--- src/rtl/friscv_proc_issue_pkg.sv ---
// Shared definitions for the issue stage: opcodes, instruction bus layout, helpers.
package friscv_proc_issue_pkg;

  localparam int unsigned XLEN       = 32;
  localparam int unsigned REG_W      = 5;
  localparam int unsigned OPC_W      = 7;
  localparam int unsigned NREGS      = 32;
  localparam int unsigned CNT_W      = 6;
  localparam int unsigned INST_BUS_W = XLEN + 3 * REG_W + OPC_W;

  localparam logic [OPC_W-1:0] LOAD  = 7'b0000011;
  localparam logic [OPC_W-1:0] FENCE = 7'b0001111;

  // Decoded instruction bus; field positions are shared with the control unit.
  typedef struct packed {
    logic [XLEN-1:0]  imm;
    logic [REG_W-1:0] rs2;
    logic [REG_W-1:0] rs1;
    logic [REG_W-1:0] rd;
    logic [OPC_W-1:0] opcode;
  } inst_bus_t;

  // Number of set bits in the register scoreboard.
  function automatic logic [CNT_W-1:0] popcount32(input logic [NREGS-1:0] v);
    logic [CNT_W-1:0] cnt;
    cnt = '0;
    for (int i = 0; i < NREGS; i++) begin
      cnt = cnt + CNT_W'(v[i]);
    end
    return cnt;
  endfunction

endpackage

--- src/rtl/friscv_proc_issue_if.sv ---
// Handshake bundle between control unit, issue stage, processing stage and memfy.
interface friscv_proc_issue_if;
  import friscv_proc_issue_pkg::*;

  logic                   issue_valid;
  logic                   issue_ready;
  inst_bus_t              issue_instbus;
  logic                   proc_en;
  logic                   proc_ready;
  inst_bus_t              proc_instbus;
  logic                   memfy_rd_wr;
  logic [REG_W-1:0]       memfy_rd_addr;
  logic                   issue_empty;
  logic [CNT_W-1:0]       pending_cnt;

  // Environment side: drives instructions, processing readiness and writebacks.
  modport master (
    output issue_valid, issue_instbus, proc_ready, memfy_rd_wr, memfy_rd_addr,
    input  issue_ready, proc_en, proc_instbus, issue_empty, pending_cnt
  );

  // Issue stage side.
  modport slave (
    input  issue_valid, issue_instbus, proc_ready, memfy_rd_wr, memfy_rd_addr,
    output issue_ready, proc_en, proc_instbus, issue_empty, pending_cnt
  );
endinterface

--- src/rtl/friscv_issue_fifo.sv ---
// Generic synchronous FIFO with full/empty/count; head reads as zero when empty.
module friscv_issue_fifo #(
  parameter int unsigned DEPTH = 4,
  parameter int unsigned W     = 8
) (
  input  logic                         aclk,
  input  logic                         aresetn,
  input  logic                         srst,
  input  logic                         i_push,
  input  logic                         i_pop,
  input  logic [W-1:0]                 i_data,
  output logic [W-1:0]                 o_data,
  output logic                         o_full,
  output logic                         o_empty,
  output logic [$clog2(DEPTH):0]       o_count
);

  localparam int unsigned AW = $clog2(DEPTH);
  localparam int unsigned CW = AW + 1;

  logic [AW-1:0] r_wr_ptr;
  logic [AW-1:0] r_rd_ptr;
  logic [CW-1:0] r_count;
  logic [W-1:0]  r_mem [DEPTH];
  logic          w_push;
  logic          w_pop;

  assign w_push  = i_push & ~o_full;
  assign w_pop   = i_pop & ~o_empty;
  assign o_full  = (r_count == CW'(DEPTH));
  assign o_empty = (r_count == '0);
  assign o_count = r_count;
  assign o_data  = o_empty ? '0 : r_mem[r_rd_ptr];

  // Pointer and occupancy tracking; pointers wrap at the power-of-two depth.
  always_ff @(posedge aclk or negedge aresetn) begin
    if (!aresetn) begin
      r_wr_ptr <= '0;
      r_rd_ptr <= '0;
      r_count  <= '0;
    end else if (srst) begin
      r_wr_ptr <= '0;
      r_rd_ptr <= '0;
      r_count  <= '0;
    end else begin
      if (w_push) r_wr_ptr <= r_wr_ptr + AW'(1);
      if (w_pop)  r_rd_ptr <= r_rd_ptr + AW'(1);
      case ({w_push, w_pop})
        2'b10:   r_count <= r_count + CW'(1);
        2'b01:   r_count <= r_count - CW'(1);
        default: r_count <= r_count;
      endcase
    end
  end

  // Storage array; contents beyond the occupied window are don't-care.
  always_ff @(posedge aclk) begin
    if (w_push) r_mem[r_wr_ptr] <= i_data;
  end

endmodule

--- src/rtl/friscv_proc_issue.sv ---
// Issue stage: in-order FIFO dispatch gated by a load scoreboard and FENCE drain.
module friscv_proc_issue
  import friscv_proc_issue_pkg::*;
#(
  parameter int unsigned DEPTH = 4
) (
  input  logic              aclk,
  input  logic              aresetn,
  input  logic              srst,
  friscv_proc_issue_if.slave bus
);

  localparam int unsigned CW = $clog2(DEPTH) + 1;

  logic [INST_BUS_W-1:0] w_fifo_data;
  logic                  w_fifo_full;
  logic                  w_fifo_empty;
  logic [CW-1:0]         w_fifo_count;
  inst_bus_t             w_head;
  logic                  w_push;
  logic                  w_pop;
  logic                  w_hazard;
  logic                  w_set;
  logic [NREGS-1:0]      r_pending;
  logic [NREGS-1:0]      w_pending_nxt;

  friscv_issue_fifo #(
    .DEPTH (DEPTH),
    .W     (INST_BUS_W)
  ) u_fifo (
    .aclk    (aclk),
    .aresetn (aresetn),
    .srst    (srst),
    .i_push  (w_push),
    .i_pop   (w_pop),
    .i_data  (bus.issue_instbus),
    .o_data  (w_fifo_data),
    .o_full  (w_fifo_full),
    .o_empty (w_fifo_empty),
    .o_count (w_fifo_count)
  );

  assign w_head            = inst_bus_t'(w_fifo_data);
  assign bus.issue_ready   = ~w_fifo_full;
  assign w_push            = bus.issue_valid & bus.issue_ready;
  assign w_pop             = bus.proc_en & bus.proc_ready;
  assign bus.proc_instbus  = w_head;
  assign bus.proc_en       = ~w_fifo_empty & ~w_hazard;
  assign bus.issue_empty   = (w_fifo_count == '0) & (r_pending == '0);
  assign bus.pending_cnt   = popcount32(r_pending);
  assign w_set             = w_pop & (w_head.opcode == LOAD) & (w_head.rd != '0);

  // Head hazard: any operand with an outstanding load, or FENCE with loads in flight.
  always_comb begin
    w_hazard = 1'b0;
    if ((w_head.rs1 != '0) && r_pending[w_head.rs1]) w_hazard = 1'b1;
    if ((w_head.rs2 != '0) && r_pending[w_head.rs2]) w_hazard = 1'b1;
    if ((w_head.rd  != '0) && r_pending[w_head.rd])  w_hazard = 1'b1;
    if ((w_head.opcode == FENCE) && (r_pending != '0)) w_hazard = 1'b1;
  end

  // Scoreboard update: clear applied first so a same-index set wins; x0 never pending.
  always_comb begin
    w_pending_nxt = r_pending;
    if (bus.memfy_rd_wr) w_pending_nxt[bus.memfy_rd_addr] = 1'b0;
    if (w_set)           w_pending_nxt[w_head.rd]         = 1'b1;
    w_pending_nxt[0] = 1'b0;
  end

  // Scoreboard register.
  always_ff @(posedge aclk or negedge aresetn) begin
    if (!aresetn) begin
      r_pending <= '0;
    end else if (srst) begin
      r_pending <= '0;
    end else begin
      r_pending <= w_pending_nxt;
    end
  end

endmodule
--- src/flat_wrapper.sv ---
// flat-port wrapper written by rule: the top's interface ports become plain ports
module friscv_proc_issue_flat import friscv_proc_issue_pkg::*;
#(
  parameter int unsigned DEPTH = 4
)
  (aclk, aresetn, srst, bus_issue_valid, bus_issue_instbus, bus_proc_ready, bus_memfy_rd_wr, bus_memfy_rd_addr, bus_issue_ready, bus_proc_en, bus_proc_instbus, bus_issue_empty, bus_pending_cnt);
  friscv_proc_issue_if bus_i ();
  input  logic aclk;
  input  logic aresetn;
  input  logic srst;
  input wire logic [$bits(bus_i.issue_valid)-1:0] bus_issue_valid;
  input wire logic [$bits(bus_i.issue_instbus)-1:0] bus_issue_instbus;
  input wire logic [$bits(bus_i.proc_ready)-1:0] bus_proc_ready;
  input wire logic [$bits(bus_i.memfy_rd_wr)-1:0] bus_memfy_rd_wr;
  input wire logic [$bits(bus_i.memfy_rd_addr)-1:0] bus_memfy_rd_addr;
  output wire logic [$bits(bus_i.issue_ready)-1:0] bus_issue_ready;
  output wire logic [$bits(bus_i.proc_en)-1:0] bus_proc_en;
  output wire logic [$bits(bus_i.proc_instbus)-1:0] bus_proc_instbus;
  output wire logic [$bits(bus_i.issue_empty)-1:0] bus_issue_empty;
  output wire logic [$bits(bus_i.pending_cnt)-1:0] bus_pending_cnt;
  assign bus_i.issue_valid = bus_issue_valid;
  assign bus_i.issue_instbus = bus_issue_instbus;
  assign bus_i.proc_ready = bus_proc_ready;
  assign bus_i.memfy_rd_wr = bus_memfy_rd_wr;
  assign bus_i.memfy_rd_addr = bus_memfy_rd_addr;
  assign bus_issue_ready = bus_i.issue_ready;
  assign bus_proc_en = bus_i.proc_en;
  assign bus_proc_instbus = bus_i.proc_instbus;
  assign bus_issue_empty = bus_i.issue_empty;
  assign bus_pending_cnt = bus_i.pending_cnt;
  friscv_proc_issue #(.DEPTH(DEPTH)) u_core (.aclk(aclk), .aresetn(aresetn), .srst(srst), .bus(bus_i));
endmodule
--- config.mk ---
export PLATFORM = sky130hd
export DESIGN_NAME = friscv_proc_issue_flat
export DESIGN_NICKNAME = d
export VERILOG_FILES = /design/src/rtl/friscv_proc_issue_pkg.sv /design/src/rtl/friscv_proc_issue_if.sv /design/src/rtl/friscv_issue_fifo.sv /design/src/rtl/friscv_proc_issue.sv /design/src/flat_wrapper.sv
export SDC_FILE = /design/constraint.sdc
export NUM_CORES = 1
export LEC_CHECK = 0
export CAP_MARGIN = 30
export CORE_MARGIN = 2
export CORE_UTILIZATION = 55
export CTS_CLUSTER_DIAMETER = 60
export CTS_CLUSTER_SIZE = 20
export DETAILED_ROUTE_END_ITERATION = 8
export PLACE_DENSITY = 0.78
export SLEW_MARGIN = 20
export SYNTH_ARGS = -nofsm -noshare
export SYNTH_HDL_FRONTEND = slang
export SYNTH_HIERARCHICAL = 1
export SYNTH_SLANG_ARGS = --single-unit
--- constraint.sdc ---
create_clock -name aclk -period 15.45 [get_ports aclk]
set_input_delay 2.3175 -clock aclk [delete_from_list [all_inputs] [get_ports aclk]]
set_output_delay 2.3175 -clock aclk [all_outputs]
set_load 0.05 [all_outputs]
==> metrics.yaml <==
min_path:
  min_path_type: "reg -> reg"
synthesis:
  synth_flop_cell: "edfxtp_1"
  ys_seq_elements: 254
  synth_cell_types: 64
  ys_async_sr_fraction_pct: 15.0
  synthTopCellsByArea: "edfxtp_1 (53%), mux4_2 (13%), dfrtp_1 (7.8%), fa_1 (3.9%), and2_1 (3.0%)"
  synth_xor_area_share_pct: 0.502
  synthCells: 797
  synth_top_family_by_area: "multiplexers"
  yosys_warnings: 6
  ys_seq_area_share_pct: 60.9
  synth_nets: 898
  synth-simple-area-share_pct: 11.1
  synth-compound-area-share_pct: 4.59
  synthMuxAreaShare_pct: 14.0
  synthAdderAreaFrac_pct: 5.16
  avgSynthCellArea_um2: 15.3
  synth_top_cell_by_area: "edfxtp_1"
  synth_edf_count: 216
  syn_area_um2: 12200
  yosysTopAreaCellShare_pct: 53.1
die:
  die_area_um2: 23400
  pin_count: 128
  core.rowCount: 54
  chipWidth_um: 153
  start_util_pct: 56.0
  die_y_um: 153
  core_um2: 21800
worst_setup_path:
  slowest_delay_ns: 0.82
  critical_path.cell_chain: "inv_1, fa_1, fa_1, inv_1, fa_1, inv_1, fa_1, fa_1, fa_1, inv_1, fa_1, inv_1, fa_1, inv_1, a21o_1, a21oi_1, xnor2_1, clkdlybuf4s50_1"
  cpLargestDelayFamily: "adder cells"
  end_kind: "primary output"
  crit_path_start_kind: "flop"
  path_class: "reg -> out"
  cpMostUsedCell: "fa_1"
  arrival_ns: 6.11
  crit_slowest_cell: "clkdlybuf4s50_1"
  worst_ep_required_time_ns: 13.13
  crit_fanout: 5
  critPathBufInv: 7
global_route:
  grt_first_pass_wirelength_mm: 43.3
  antenna_found_initial: 1
  grt_pass1_vias: 7723
  grt_max_degree: 59
  grt_overflow_total: 0
  grt.total_usage_pct: 23.8
job:
  cap_violations: 0
drt:
  drt_pre_antenna_iters: 5
  post_drt_wl_per_cell_um: 22.5
  vias_per_cell: 6.10
  drtIter0Drc: 575
  ant_nets: 0
  drc: 0
  wl_mm: 27.2
  vias: 7371
finish:
  fillers: 1534
  drive_above_1_share_pct: 15.0
  layout_commonest_cell: "edfxtp_1"
  mostFrequentLayoutCells: "edfxtp_1 (216), clkdlybuf4s50_1 (126), mux4_2 (71), inv_1 (59), and2_1 (55)"
  syn_to_final_growth_pct: 17.0
  layout.nets: 1015
power:
  p_clk_share_pct: 33.2
  peakVddDrop_uv: 97.0
  p_int_uw: 1090
  powerDensity_nw_per_um2: 102
  power.switching_uw: 372
  combPwrFrac_pct: 13.1
  p_sw_share_pct: 25.4
  p_leak_uw: 0.00483
  p_seq_share_pct: 53.7
placement:
  routabilityCongestion: 0.939
  dp_hpwl_mm: 17.6
  port_buffers: 127
  place_ws_ns: 7.54
cts:
  cts_sinks: 254
  h-tree-depth: 1
  tritoncts: "done"
  cts_setup_buffers: 0
  cts_buffers: 19
  ctsHoldBuffers: 0
  cts-root-buf: "clkbuf_16"
  clock_latency_ns: 0.51
  clk_path_buf_depth: 3
  clk_pin_slew_ns: 0.08
  cts_resized: 0
timing:
  rsz0062_at_grt: "no"
  hold_viol: 0
  post-route-min-period_ns: 8.43
  max_slew.worst_pin.slew_ns: 0.862
  clock.fmax_mhz: 119
  fin_ws_ns: 7.02
  finalMaxSlewViolations: 0
  skew_ns: 0.0128
  relSlewSlack_pct: 42.5
  tns_ns: 0
  finalSetupViolCount: 0
  hold_slack_ns: 0.599
  fin_crit_sh_pct: 54.6
run_status:
  status: "finished, final reports clean"
==> path summary, 6_finish.rpt <==
path | slack [ns] | start | to | cells after the start
min in group asynchronous | 2.26 | aresetn | u_core/r_pending[1] | 2
hold reg to reg | 0.60 | u_core/u_fifo/r_wr_ptr[1] | u_core/u_fifo/r_wr_ptr[1] | 2
setup reg to reg | 10.24 | u_core/u_fifo/r_rd_ptr[0] | u_core/u_fifo/o_count[1] | 14
setup / recovery | 7.02 | u_core/r_pending[24] | bus_pending_cnt[4] | 18
max in group asynchronous | 12.78 | aresetn | u_core/u_fifo/r_rd_ptr[0] | 2
hold / removal | 0.60 | u_core/u_fifo/r_wr_ptr[1] | u_core/u_fifo/r_wr_ptr[1] | 2
==> cell families after synthesis <==
logic type	Yosys count
simple gates	240
buf+inv	100
xor+xnor	7
fa+ha+maj	36
flops	254
compound gates	78
mux	82
==> layout make-up <==
type	instances	area, um^2	area share (%)
Sequential cell	254	7440	52.1
Multi-Input combinational cell	443	4330	30.3
Timing Repair Buffer	137	1340	9.37
Clock buffer	26	512	3.58
Tap cell	280	350	2.45
Inverter	59	221	1.55
Clock inverter	8	87.6	0.613
Antenna cell	2	5.00	0.0350
==> metal layers <==
metal / part of all wire, % / up-vias / global-route usage, %
met5: 0 / - / 0.828
met3: 9.5 / 52 / 7.03
li1: - / 3256 / -
met4: 2.4 / 0 / 6.17
met1: 40 / 3767 / 32.2
met2: 48 / 296 / 38.3
==> power groups by stage <==
stage / Combinational, uW / Clock, uW / Sequential, uW
2_1_floorplan: 120 / 0 / 799
3_3_place_gp: 191 / 0 / 800
3_5_place_dp: 193 / 0 / 802
4_1_cts: 193 / 497 / 786
5_1_grt: 204 / 521 / 789
6_report: 192 / 486 / 786
==> Yosys cell counts (all sizes together) (3+ instances only) <==
cell type  instances
a211o             10
a21o               3
a21oi              4
and2              59
buf               27
clkbuf            14
dfrtp             38
edfxtp           216
fa                24
ha                12
inv               59
mux2               5
mux2i              6
mux4              71
nand2             37
nand2b             6
nand3             11
nand3b            12
nand4              8
nor2              33
nor2b             17
nor3              15
nor3b              6
nor4               8
o21ai             36
or3               17
xnor2              5
==> flip-flops by register name, indices dropped and copies added (netlist names) <==
register,flops
u_core/r_pending,31
u_core/u_fifo/o_count,3
u_core/u_fifo/r_mem,216
u_core/u_fifo/r_rd_ptr,2
u_core/u_fifo/r_wr_ptr,2
==> metrics by stage <==
step	util, %	instance area (um^2)	total power, uW	std cells
after global routing	65.4	14300	1510	1207
final	65.5	14300	1460	1209
after detailed placement	62.7	13700	994	1173
after floorplan	-	12200	919	797
after CTS	65.4	14300	1480	1207
after global placement	62.7	13700	991	1172
==> worst min-delay path, stage by stage, from the launching register on <==
cell and delay [ns]:
dfrtp_1 0.40, mux2i_1 0.09, nor2_1 0.08
(Power assumes the default switching activity.)
==> variant 1: new RTL, same settings <==
`REG_W`: 5 -> 4.
--- a/src/rtl/friscv_proc_issue_pkg.sv
+++ b/src/rtl/friscv_proc_issue_pkg.sv
@@ -2,7 +2,7 @@
 package friscv_proc_issue_pkg;
 
   localparam int unsigned XLEN       = 32;
-  localparam int unsigned REG_W      = 5;
+  localparam int unsigned REG_W      = 4;
   localparam int unsigned OPC_W      = 7;
   localparam int unsigned NREGS      = 32;
   localparam int unsigned CNT_W      = 6;
Ports: changed (resized bus_issue_instbus, bus_memfy_rd_addr and bus_proc_instbus); port bits go from 128 to 121. No check against the original RTL was run, so the function may have changed too.
==> variant 1 against the original RTL <==
Routed wire length decreased by 22%. Area after synthesis decreased by 16%. Setup slack improved by 0.58 ns. Cell area decreased by 15%. Total power fell by 12%. Core utilization rose by 0.097 points. Clock power is 16% lower. Sequential cell count is 28 lower. Register-to-register slack better by 0.27 ns. First-iteration DRC count shrank 32%. Largest cell class unchanged. Largest power group unchanged.
==> variant 1: results (changes against the original RTL) <==
relative slew slack=0.406 (was 0.425); min-delay worst type=reg2reg (unchanged); number of global-route vias before repair=6183 (was 7723); top post-synthesis cells by area=edfxtp_1 60%, mux4_2 12%, dfrtp_1 5.4%, and2_1 3.5%, ha_1 2.2% (was edfxtp_1 53%, mux4_2 13%, dfrtp_1 7.8%, fa_1 3.9%, and2_1 3.0%); Syn Area/Cell=17.1 um^2 (was 15.3 um^2); Seq/Total Area, Yosys=0.649 (was 0.609); Post-Route WL=21200 um (was 27200 um); outcome=complete, no violations (unchanged); via count=5748 (was 7371); Distinct cells, synth=57 (was 64); r2r setup slk=10.51 ns (was 10.24 ns); Post-synth ARST share=0.0973 (was 0.150); vias per cell=5.95 (was 6.10); DP HPWL=13200 um (was 17600 um); gpl congestion=0.912 (was 0.939); VDD IR max=0.118 mV (was 0.0970 mV); layout net count=811 (was 1015); global-route wire length before repair=33900 um (was 43300 um); 1st-iter DRT viols=390 (was 575); Pleak=4.09 nW (was 4.83 nW); Placed Instance Area=11600 um^2 (was 13700 um^2); GRT Overall Usage=0.220 (was 0.238); max reg flops=204 (was 216); Layout Skew=0.0146 ns (was 0.0128 ns); fraction of layout cells with a size suffix above 1=0.135 (was 0.150); fin worst setup slack=7.60 ns (was 7.02 ns); worst slack, placed=8.11 ns (was 7.54 ns); IO Port Bufs=120 (was 127); worst skew pair latency=0.48 ns (was 0.51 ns); Crit Path Max Fanout=6 (was 5); Layout fillers=1303 (was 1534); placed cell count=937 (was 1173); EDFF count, synth=204 (was 216); final core utilization=0.656 (was 0.655); pin count of the biggest net entering global routing=56 (was 59)
## variant 1: report_power, final
group | internal (mW) | switching [mW]
logic | 0.0654 | 0.109
registers | 0.698 | 0.00830
clock network | 0.209 | 0.197
## variant 1: worst min-delay path, delay by kind of cell (launching register included)
| family | cells | cell delay (ns) |
|---|---|---|
| and+or+nand+nor | 1 | 0.07 |
| DFF | 1 | 0.41 |
| muxes | 1 | 0.09 |
## variant 1: metal layers
metal | vias to the layer above | routed length [um] | track usage
met3 | 21 | 1580 | 0.0496
met2 | 191 | 10700 | 0.378
met4 | 0 | 272 | 0.0421
met1 | 2968 | 8620 | 0.295
li1 | 2568 | - | -
met5 | - | 0 | 0
## variant 1: worst paths after layout
check / start / to
max in group asynchronous: aresetn / u_core/u_fifo/r_rd_ptr[0]
min in group asynchronous: aresetn / u_core/r_pending[2]
worst max-delay path: u_core/r_pending[6] / bus_pending_cnt[4]
worst min-delay path: u_core/u_fifo/r_wr_ptr[1] / u_core/u_fifo/r_wr_ptr[1]
worst min register to register: u_core/u_fifo/r_wr_ptr[1] / u_core/u_fifo/r_wr_ptr[1]
worst max register to register: u_core/u_fifo/r_rd_ptr[0] / u_core/u_fifo/o_count[1]
## variant 1: final cells by class
cell class / count / area share
timing repair buffer: 129 / 0.105
clock inverter: 4 / 0.00340
tap: 234 / 0.0241
sequential: 226 / 0.550
multi-input combinational: 309 / 0.267
antenna: 1 / 0.000206
inverter: 39 / 0.0121
clock buffer: 24 / 0.0372
## variant 1: logic make-up (layout without fill, tap and decap cells)
kind of cell / after synthesis / after routing / share of synthesized area
compound gates: 51 / 51 / 0.0385
xor+xnor: 8 / 8 / 0.00681
mux: 66 / 66 / 0.137
simple gates: 152 / 152 / 0.0888
fa+ha+maj: 29 / 29 / 0.0433
other cells: 1 / 4 / 0.000365
flops: 226 / 226 / 0.649
buf+inv: 70 / 196 / 0.0364
## variant 1: per-stage QoR
stage | hold WS [ns] | power [mW]
floorplan | 0.535 | 0.827
global placement | 0.557 | 0.890
detailed placement | 0.596 | 0.896
CTS | 0.614 | 1.30
global route | 0.655 | 1.33
finish | 0.610 | 1.29
==> variant 2: new RTL, same flow settings <==
Made on the original files. Make the reset (`aresetn`) synchronous in 2 clocked blocks.
--- a/src/rtl/friscv_issue_fifo.sv
+++ b/src/rtl/friscv_issue_fifo.sv
@@ -33,7 +33,7 @@
   assign o_data  = o_empty ? '0 : r_mem[r_rd_ptr];
 
   // Pointer and occupancy tracking; pointers wrap at the power-of-two depth.
-  always_ff @(posedge aclk or negedge aresetn) begin
+  always_ff @(posedge aclk) begin
     if (!aresetn) begin
       r_wr_ptr <= '0;
       r_rd_ptr <= '0;
--- a/src/rtl/friscv_proc_issue.sv
+++ b/src/rtl/friscv_proc_issue.sv
@@ -68,7 +68,7 @@
   end
 
   // Scoreboard register.
-  always_ff @(posedge aclk or negedge aresetn) begin
+  always_ff @(posedge aclk) begin
     if (!aresetn) begin
       r_pending <= '0;
     end else if (srst) begin
Behaviour: differs if aresetn is asserted again (counterexample within 4 cycles, from zero or initial values and one cycle with aresetn low); with aresetn held inactive, the same outputs for 4 cycles.
==> variant 2 against the original RTL <==
Setup slack improved by 0.0026 ns. Area after synthesis barely moved. Routed wire length is 4.7% higher. Clock skew increased by 0.016 ns. Combinational power fell by 31%. Cell area increased by 0.88%. Total power shrank 0.19%. Sequential cell count rose by 2. Register-to-register slack worse by 1.1 ns. Clock power up 15%. Final cell count fell by 3.5%. Critical endpoint unchanged. Largest power group unchanged. Highest routed layer unchanged.
==> variant 2: results (changes against the original RTL) <==
outcome=complete, no violations (unchanged); top post-synthesis cells by area=edfxtp_1 53%, mux4_2 12%, dfxtp_1 6.6%, fa_1 3.9%, o41ai_2 3.7% (was edfxtp_1 53%, mux4_2 13%, dfrtp_1 7.8%, fa_1 3.9%, and2_1 3.0%); layout net count=973 (was 1015); DP HPWL=18700 um (was 17600 um); mux share of post-synthesis cell area=0.127 (was 0.140); root buf cell=clkbuf_16 (unchanged); met3 usage=0.0661 (was 0.0703); VDD IR max=0.116 mV (was 0.0970 mV); Placed Instance Area=13700 um^2 (about the same); Mapped Nets=849 (was 898); relative slew slack=0.380 (was 0.425); global-route wire length before repair=44600 um (was 43300 um); wl on met1=11400 um (was 10800 um); via count=7237 (was 7371); placed cell count=1127 (was 1173); worst r2r dst=u_core/u_fifo/o_count[2] (was u_core/u_fifo/o_count[1]); fin worst setup slack=7.02 ns (about the same); metal2 WL=13600 um (was 13200 um); hold_ws=0.502 ns (was 0.599 ns); Crit Path Max Fanout=6 (was 5); Sequential Power=0.767 mW (was 0.786 mW); total CTS buffers=22 (was 19); EDFF count, synth=216 (unchanged); Compound-Gate Fraction of Synth Area=0.0896 (was 0.0459); worst slack, placed=7.55 ns (was 7.54 ns); 1st-iter DRT viols=416 (was 575); share of power burned in registers=0.525 (was 0.537); GRT Overall Usage=0.246 (was 0.238); fin cells=1167 (was 1209); grt total ovfl=0 (unchanged); ant diodes=0 (was 2); fraction of layout cells with a size suffix above 1=0.195 (was 0.150); Post-Route WL=28500 um (was 27200 um); R2R cell count=18 (was 14); Seq/Total Area, Yosys=0.597 (was 0.609); top layer in use=met4 (unchanged); Layout Skew=0.0288 ns (was 0.0128 ns); gpl congestion=0.945 (was 0.939); top post-synthesis cells by count=216 x edfxtp_1, 64 x inv_1, 64 x mux4_2 (was 216 x edfxtp_1, 71 x mux4_2, 59 x and2_1, 59 x inv_1, 38 x dfrtp_1); pin count of the biggest net entering global routing=58 (was 59); CP max stage delay=0.82 ns (about the same); hold wc startpoint=u_core/u_fifo/r_rd_ptr[1] (was u_core/u_fifo/r_wr_ptr[1]); r2r setup slk=9.19 ns (was 10.24 ns); Syn Area/Cell=16.3 um^2 (was 15.3 um^2); routing usage on met1=0.330 (was 0.322); min-delay worst type=reg2reg (unchanged); met2 usage=0.394 (was 0.383); Distinct cells, synth=60 (was 64); crit path from=u_core/r_pending[6] (was u_core/r_pending[24]); Clock Power Share=0.384 (was 0.332); initial antenna violation count=0 (was 1); Post-synth ARST share=0 (was 0.150); Post-Synth XOR/XNOR Area=0.00431 (was 0.00502); Pleak=4.76 nW (was 4.83 nW); number of global-route vias before repair=7750 (was 7723); end point of the critical path=bus_pending_cnt[4] (unchanged); P_int=1.10 mW (was 1.09 mW); Synth Area in Adders=0.0527 (was 0.0516)
[variant 2: cell types whose count changed in the layout (fill, tap and decap cells not counted), moves of 23 or more]
cell,unedited run,this run
nor2b_1,17,54
o211ai_1,1,33
and2_1,55,0
dfrtp_1,36,0
dfxtp_1,0,38
o21ai_0,26,3
o41ai_2,0,28
[variant 2: worst reg2reg max path, cell delays in order (launching register included)]
cell	delay [ns]
dfxtp_4	0.50
buf_4	0.72
mux4_2	0.64
nor2b_2	0.16
buf_4	0.26
mux4_2	0.47
nand4_1	0.11
nand3_1	0.16
a2111oi_4	0.42
nand4_4	0.64
nor3_1	0.57
o31ai_1	0.19
inv_1	0.10
ha_1	0.19
inv_1	0.07
fa_1	0.39
xor2_1	0.17
or3_1	0.30
a21oi_1	0.15
[variant 2: cell type report]
class,count,area [um^2]
clock buffer,26,587
multi-input combinational,384,4390
inverter,64,240
sequential,256,7290
tap,280,350
timing repair buffer,143,1390
clock inverter,14,161
fill,1512,7410
